## src/rtl/led_pattern_seq.sv

```systemverilog
// led_pattern_seq: per-LED programmable step-pattern player with PWM brightness.
// Consumes the 1-cycle timebase tick and a valid/ready config port. Each LED holds
// a PAT_LEN-bit on/off pattern, a ticks-per-step rate and a PWM duty value.
// Optional feature: define LED_PATTERN_ONESHOT_EN to add the cfg_oneshot input and
// the done output; a one-shot LED stops on its last step instead of looping.
module led_pattern_seq #(
  parameter int NUM_LED  = 2,
  parameter int PAT_LEN  = 8,
  parameter int PWM_BITS = 4,
  parameter int STEP_W   = 8
) (
  input  logic                clk,
  input  logic                reset_n,
  input  logic                tick_in,
  input  logic                cfg_valid,
  output logic                cfg_ready,
  input  logic [2:0]          cfg_led,
  input  logic [PAT_LEN-1:0]  cfg_pattern,
  input  logic [STEP_W-1:0]   cfg_step_ticks,
  input  logic [PWM_BITS-1:0] cfg_duty,
`ifdef LED_PATTERN_ONESHOT_EN
  input  logic                cfg_oneshot,
  output logic [NUM_LED-1:0]  done,
`endif
  output logic                cfg_err,
  output logic [NUM_LED-1:0]  ledout
);

  // Step index width; PAT_LEN is a power of two so the index covers it exactly.
  localparam int SW = (PAT_LEN > 1) ? $clog2(PAT_LEN) : 1;
  localparam logic [SW-1:0]       STEP_LAST = SW'(PAT_LEN - 1);
  localparam logic [SW-1:0]       STEP_ONE  = SW'(1);
  localparam logic [STEP_W-1:0]   TICK_ONE  = STEP_W'(1);
  localparam logic [PWM_BITS-1:0] PWM_ONE   = PWM_BITS'(1);
  // One extra bit so that NUM_LED = 8 still compares correctly against a 3-bit index.
  localparam logic [3:0]          NUM_LED_W = 4'(NUM_LED);

  // Config FSM encoding.
  localparam logic [0:0] ST_IDLE  = 1'b0;
  localparam logic [0:0] ST_APPLY = 1'b1;

  // Brightness gate: full duty is always on, otherwise on while the counter is below duty.
  function automatic logic on_pwm(input logic [PWM_BITS-1:0] duty,
                                  input logic [PWM_BITS-1:0] cnt);
    logic res;
    if (&duty) begin
      res = 1'b1;
    end else begin
      res = (cnt < duty);
    end
    return res;
  endfunction

  // Config FSM and holding register.
  logic [0:0]          state_q, state_d;
  logic [2:0]          hold_led_q, hold_led_d;
  logic [PAT_LEN-1:0]  hold_pattern_q, hold_pattern_d;
  logic [STEP_W-1:0]   hold_step_ticks_q, hold_step_ticks_d;
  logic [PWM_BITS-1:0] hold_duty_q, hold_duty_d;
  logic                hold_oneshot_q, hold_oneshot_d;
  logic                cfg_err_q, cfg_err_d;
  logic                apply_ok_s;

  // Per-LED state.
  logic [PAT_LEN-1:0]  pattern_q    [NUM_LED];
  logic [PAT_LEN-1:0]  pattern_d    [NUM_LED];
  logic [STEP_W-1:0]   step_ticks_q [NUM_LED];
  logic [STEP_W-1:0]   step_ticks_d [NUM_LED];
  logic [PWM_BITS-1:0] duty_q       [NUM_LED];
  logic [PWM_BITS-1:0] duty_d       [NUM_LED];
  logic [SW-1:0]       step_q       [NUM_LED];
  logic [SW-1:0]       step_d       [NUM_LED];
  logic [STEP_W-1:0]   tick_cnt_q   [NUM_LED];
  logic [STEP_W-1:0]   tick_cnt_d   [NUM_LED];
  logic [NUM_LED-1:0]  oneshot_q, oneshot_d;
  logic [NUM_LED-1:0]  done_q, done_d;

  logic [PWM_BITS-1:0] pwm_cnt_q, pwm_cnt_d;
  logic [NUM_LED-1:0]  ledout_q, ledout_d;

`ifdef LED_PATTERN_ONESHOT_EN
  logic cfg_oneshot_s;
  assign cfg_oneshot_s = cfg_oneshot;
  assign done          = done_q;
`else
  logic cfg_oneshot_s;
  assign cfg_oneshot_s = 1'b0;
`endif

  // cfg_ready is a direct decode of the state flop, so it is glitch-free.
  assign cfg_ready = (state_q == ST_IDLE);
  assign cfg_err   = cfg_err_q;
  assign ledout    = ledout_q;

  // Config FSM: capture a request in IDLE, commit it to the target LED in APPLY.
  always_comb begin
    state_d           = state_q;
    hold_led_d        = hold_led_q;
    hold_pattern_d    = hold_pattern_q;
    hold_step_ticks_d = hold_step_ticks_q;
    hold_duty_d       = hold_duty_q;
    hold_oneshot_d    = hold_oneshot_q;
    cfg_err_d         = cfg_err_q;
    apply_ok_s        = 1'b0;
    case (state_q)
      ST_IDLE: begin
        if (cfg_valid) begin
          hold_led_d        = cfg_led;
          hold_pattern_d    = cfg_pattern;
          hold_step_ticks_d = cfg_step_ticks;
          hold_duty_d       = cfg_duty;
          hold_oneshot_d    = cfg_oneshot_s;
          state_d           = ST_APPLY;
        end else begin
          state_d = ST_IDLE;
        end
      end
      ST_APPLY: begin
        // Out-of-range target: leave every LED alone and flag the error.
        if ({1'b0, hold_led_q} >= NUM_LED_W) begin
          cfg_err_d = 1'b1;
        end else begin
          apply_ok_s = 1'b1;
        end
        state_d = ST_IDLE;
      end
      default: begin
        state_d = ST_IDLE;
      end
    endcase
  end

  // Per-LED stepping; a config commit to an LED overrides that LED's tick.
  always_comb begin
    for (int i = 0; i < NUM_LED; i++) begin
      pattern_d[i]    = pattern_q[i];
      step_ticks_d[i] = step_ticks_q[i];
      duty_d[i]       = duty_q[i];
      step_d[i]       = step_q[i];
      tick_cnt_d[i]   = tick_cnt_q[i];
      oneshot_d[i]    = oneshot_q[i];
      done_d[i]       = done_q[i];
      if (apply_ok_s && (hold_led_q == 3'(i))) begin
        pattern_d[i]    = hold_pattern_q;
        step_ticks_d[i] = hold_step_ticks_q;
        duty_d[i]       = hold_duty_q;
        step_d[i]       = {SW{1'b0}};
        tick_cnt_d[i]   = {STEP_W{1'b0}};
        oneshot_d[i]    = hold_oneshot_q;
        done_d[i]       = 1'b0;
      end else if (tick_in && (step_ticks_q[i] != {STEP_W{1'b0}})) begin
        if (oneshot_q[i] && (step_q[i] == STEP_LAST)) begin
          // One-shot LED parked on its final step.
          step_d[i]     = step_q[i];
          tick_cnt_d[i] = tick_cnt_q[i];
        end else if (tick_cnt_q[i] == (step_ticks_q[i] - TICK_ONE)) begin
          tick_cnt_d[i] = {STEP_W{1'b0}};
          if (step_q[i] == STEP_LAST) begin
            step_d[i] = {SW{1'b0}};
          end else begin
            step_d[i] = step_q[i] + STEP_ONE;
          end
          // done rises on the same edge the one-shot LED lands on its last step.
          if (oneshot_q[i] && (step_q[i] == (STEP_LAST - STEP_ONE))) begin
            done_d[i] = 1'b1;
          end else begin
            done_d[i] = done_q[i];
          end
        end else begin
          tick_cnt_d[i] = tick_cnt_q[i] + TICK_ONE;
        end
      end else begin
        step_d[i]     = step_q[i];
        tick_cnt_d[i] = tick_cnt_q[i];
      end
    end
  end

  // Free-running PWM counter and the LED drive computed from current state.
  always_comb begin
    pwm_cnt_d = pwm_cnt_q + PWM_ONE;
    for (int i = 0; i < NUM_LED; i++) begin
      ledout_d[i] = pattern_q[i][step_q[i]] & on_pwm(duty_q[i], pwm_cnt_q);
    end
  end

  // State registers with synchronous active-low reset; reset drops any pending config.
  always_ff @(posedge clk) begin
    if (!reset_n) begin
      state_q           <= ST_IDLE;
      hold_led_q        <= 3'd0;
      hold_pattern_q    <= {PAT_LEN{1'b0}};
      hold_step_ticks_q <= {STEP_W{1'b0}};
      hold_duty_q       <= {PWM_BITS{1'b0}};
      hold_oneshot_q    <= 1'b0;
      cfg_err_q         <= 1'b0;
      pwm_cnt_q         <= {PWM_BITS{1'b0}};
      ledout_q          <= {NUM_LED{1'b0}};
      oneshot_q         <= {NUM_LED{1'b0}};
      done_q            <= {NUM_LED{1'b0}};
      for (int i = 0; i < NUM_LED; i++) begin
        pattern_q[i]    <= {PAT_LEN{1'b0}};
        step_ticks_q[i] <= {STEP_W{1'b0}};
        duty_q[i]       <= {PWM_BITS{1'b0}};
        step_q[i]       <= {SW{1'b0}};
        tick_cnt_q[i]   <= {STEP_W{1'b0}};
      end
    end else begin
      state_q           <= state_d;
      hold_led_q        <= hold_led_d;
      hold_pattern_q    <= hold_pattern_d;
      hold_step_ticks_q <= hold_step_ticks_d;
      hold_duty_q       <= hold_duty_d;
      hold_oneshot_q    <= hold_oneshot_d;
      cfg_err_q         <= cfg_err_d;
      pwm_cnt_q         <= pwm_cnt_d;
      ledout_q          <= ledout_d;
      oneshot_q         <= oneshot_d;
      done_q            <= done_d;
      for (int i = 0; i < NUM_LED; i++) begin
        pattern_q[i]    <= pattern_d[i];
        step_ticks_q[i] <= step_ticks_d[i];
        duty_q[i]       <= duty_d[i];
        step_q[i]       <= step_d[i];
        tick_cnt_q[i]   <= tick_cnt_d[i];
      end
    end
  end

endmodule

```

## config.mk

```make
export PLATFORM = sky130hd
export DESIGN_NAME = led_pattern_seq
export DESIGN_NICKNAME = d
export VERILOG_FILES = /design/src/rtl/led_pattern_seq.sv
export SDC_FILE = /design/constraint.sdc
export NUM_CORES = 1
export LEC_CHECK = 0
export BUFFER_PORTS_ARGS = -buffer_cell sky130_fd_sc_hd__clkbuf_2
export CAP_MARGIN = 20
export CORE_AREA = 8 8 131 133
export CTS_CLUSTER_DIAMETER = 80
export DETAILED_ROUTE_END_ITERATION = 7
export DIE_AREA = 0 0 139 141
export PLACE_DENSITY = 0.55
export SLEW_MARGIN = 15
export SYNTH_ARGS = -nofsm -noshare
export SYNTH_HDL_FRONTEND = slang
export SYNTH_SLANG_ARGS = --single-unit
```

## constraint.sdc

```tcl
create_clock -name clk -period 2.5 [get_ports clk]
set_input_delay 0.125 -clock clk [delete_from_list [all_inputs] [get_ports clk]]
set_output_delay 0.125 -clock clk [all_outputs]
set_load 0.02 [all_outputs]
```

==> run_results.csv <==
group,metric,value,unit
detailed_routing,first_pass_iters,4,
clocking,ctsHtreeMaxLevel,3,
clocking,numCtsBuffers,9,
status,status,"completed",
power,leakage,0.00187,uW
detailed_routing,num_vias,3441,
critical_path,crit_path_max_fanout,8,
yosys,synth_top_family_by_area,"simple AND/OR/NAND/NOR gates",
floorplan,fp.dieW,139,um
sta,tightest_slew,0.895,ns
global_routing,grt.busiest_layer,"met2",
critical_path,cp-start-kind,"register",
yosys,ys_types,47,
detailed_routing,wl,9.78,mm
flow_run,drv_cap,0,
global_routing,met1_usage,13.3,%
detailed_routing,antenna_left,0,
power,vdd_ir_drop_max,0.309,mV
clocking,clock_path_buffers,2,
final_layout,drive_gt1_share,13.8,%
power,cellPowerDensity,603,nW/um2
yosys,netlist_area,4440,um2
yosys,synthCells,515,
hold_path,worstHoldPathType,"primary input to register",
floorplan,die_height,141,um
yosys,synth-edff-count,0,
global_routing,grt_pass1_vias,3436,
final_layout,post-route-cell-area,5070,um2
yosys,ys_seq_area_share,41.9,%
sta,slew_headroom,40.2,%
sta,period_share,83.4,%
critical_path,arrival,2.30,ns
final_layout,layout_common_cells,"nand2_1, dfxtp_1, a21boi_0",
critical_path,worstSetupPathType,"register to register",
place,portBuffers,30,
clocking,cts.clk_slew.worst_paths,0.06,ns
global_routing,grt_use_total,10.3,%
detailed_routing,drc_errors,0,
clocking,postCtsSetupBuffers,0,
yosys,synth_compound_area_share,15.4,%
place,dpl_cell_area,4790,um2
sta,fmax,0.480,GHz
place,hpwlAfterDp,7.19,mm
sta,finalSetupTns,0,ns
power,finalPower,3060,uW
critical_path,cp_data_required_time,2.72,ns
global_routing,grt_antenna_before_repair,0,
yosys,syn_avg_cell_area,8.63,um2
sta,period_needed,2.09,ns
yosys,synthXorXnorAreaFrac,6.70,%
floorplan,core_area,15000,um2
place,gp_routability_congestion,0.821,
yosys,synth_top_flop_cell,"dfxtp_1",
clocking,clock-sinks,93,
floorplan,start_util,29.7,%
global_routing,grt_pass1_wl,16.7,mm
sta,hold_viol,0,
clocking,hold_buffers,0,
yosys,synth-simple-area-share,23.5,%
floorplan,rows,45,
yosys,synth_async_sr_flop_share,0,%
final_layout,nFillCells,1566,
final_layout,area_delta_synth_final,14.0,%
global_routing,grt-ovfl-total,0,
final_layout,diodes,0,
yosys,synthMuxAreaShare,4.05,%
yosys,synth_adder_area_share,4.79,%
global_routing,globalRouteMet2Util,16.2,%
critical_path,crit_path_end_kind,"register",
sta,fin_skew,0.00436,ns
detailed_routing,dr.first_iter.drc_count,188,
detailed_routing,viasPerCell,4.71,
clocking,cts-root-buf,"clkbuf_16",
clocking,clock_latency,0.34,ns
sta,slew_viol_final,0,
clocking,ctsResizeCount,0,
global_routing,gr-usage-met3,2.53,%
final_layout,final_common_cell,"nand2_1",
yosys,synth_fp_nets,559,
floorplan,io_pins,31,
global_routing,grt_max_degree,39,
yosys,ys_warn_count,0,
clocking,cts_tree,"yes",
sta,rsz0062_at_grt,"false",
sta,setup_viol,0,
yosys,ys_ff_latch,93,
final_layout,nNetsFinal,582,
detailed_routing,drt-wirelength-per-cell,13.4,um
floorplan,dieArea,19600,um2
[cells by family (layout without fill, tap and decap cells)]
kind of cell | count (synthesis) | in the layout
compound gates | 90 | 90
fa+ha+maj | 17 | 17
mux | 13 | 13
flops | 93 | 93
simple gates | 229 | 229
xor+xnor | 34 | 34
buf+inv | 39 | 66
[power breakdown]
part	total, uW	switching, uW	internal [uW]	leakage (uW)
sequential	1550	34.1	1520	0.000754
clock	1290	542	749	0.000139
combinational	212	120	92.0	0.000973
total	3060	697	2360	0.00187
[worst max-delay path, stage by stage, from the launching register on]
cell and delay [ns]:
dfxtp_1 0.39, inv_1 0.09, ha_1 0.22, and2_1 0.17, o21ai_0 0.16, a31oi_1 0.12
a311oi_2 0.29, or2_1 0.45, nor2_2 0.08
[final timing paths]
check / start / end / slack, ns / cells after the start
worst max register to register: step_ticks_q[0][0] / tick_cnt_q[0][4] / 0.41 / 8
worst max-delay path: step_ticks_q[0][0] / tick_cnt_q[0][4] / 0.41 / 8
worst min register to register: pattern_q[0][11] / pattern_q[0][11] / 0.47 / 2
worst min-delay path: cfg_led[0] / hold_led_q[0] / 0.01 / 3
[cell type report]
cell class / instances / area [um2] / area share (%)
multi-input combinational: 383 / 2430 / 47.9
inverter: 12 / 45.0 / 0.889
sequential: 93 / 1860 / 36.7
tap: 188 / 235 / 4.64
timing repair buffer: 39 / 218 / 4.30
clock buffer: 14 / 274 / 5.41
clock inverter: 1 / 5.00 / 0.0988
[registers in the layout, summed over array words and instances, names as in the netlist]
| signal | count |
|---|---|
| duty_q | 8 |
| step_q | 6 |
| pattern_q | 16 |
| pwm_cnt_q | 4 |
| cfg_err | 1 |
| hold_duty_q | 4 |
| hold_pattern_q | 8 |
| hold_led_q | 3 |
| hold_step_ticks_q | 8 |
| tick_cnt_q | 16 |
| step_ticks_q | 16 |
| state_q | 1 |
| ledout | 2 |
[synthesized netlist by cell type, types with 5 or more instances]
master,n,area (um2)
xor2_1,16,140
inv_1,12,45.0
nand2b_1,5,31.3
clkbuf_1,24,90.1
xnor2_1,18,158
nor2_2,7,43.8
a21boi_0,63,473
mux2i_1,9,90.1
nor3_1,11,55.1
and2_1,6,37.5
o21ai_0,5,25.0
nand2_1,142,533
ha_1,17,213
nand3_1,9,45.0
nand4_1,7,43.8
nor2_1,17,63.8
dfxtp_1,93,1860
[metal layers]
layer,part of all wire [%],up-vias
met5,0,-
met4,1.4,0
met3,2.5,13
met2,45,40
met1,51,1618
li1,-,1770
[through the flow]
step	utilization [%]	std cells	hold WS, ns	setup slack [ns]
after detailed placement	32.0	715	0.366	0.416
after global routing	33.8	730	0.0240	0.251
after CTS	33.8	730	0.00260	0.384
after floorplan	-	515	0.270	0.496
after global placement	32.0	715	0.356	0.478
final	33.8	730	0.0117	0.415
(Power assumes the default switching activity.)
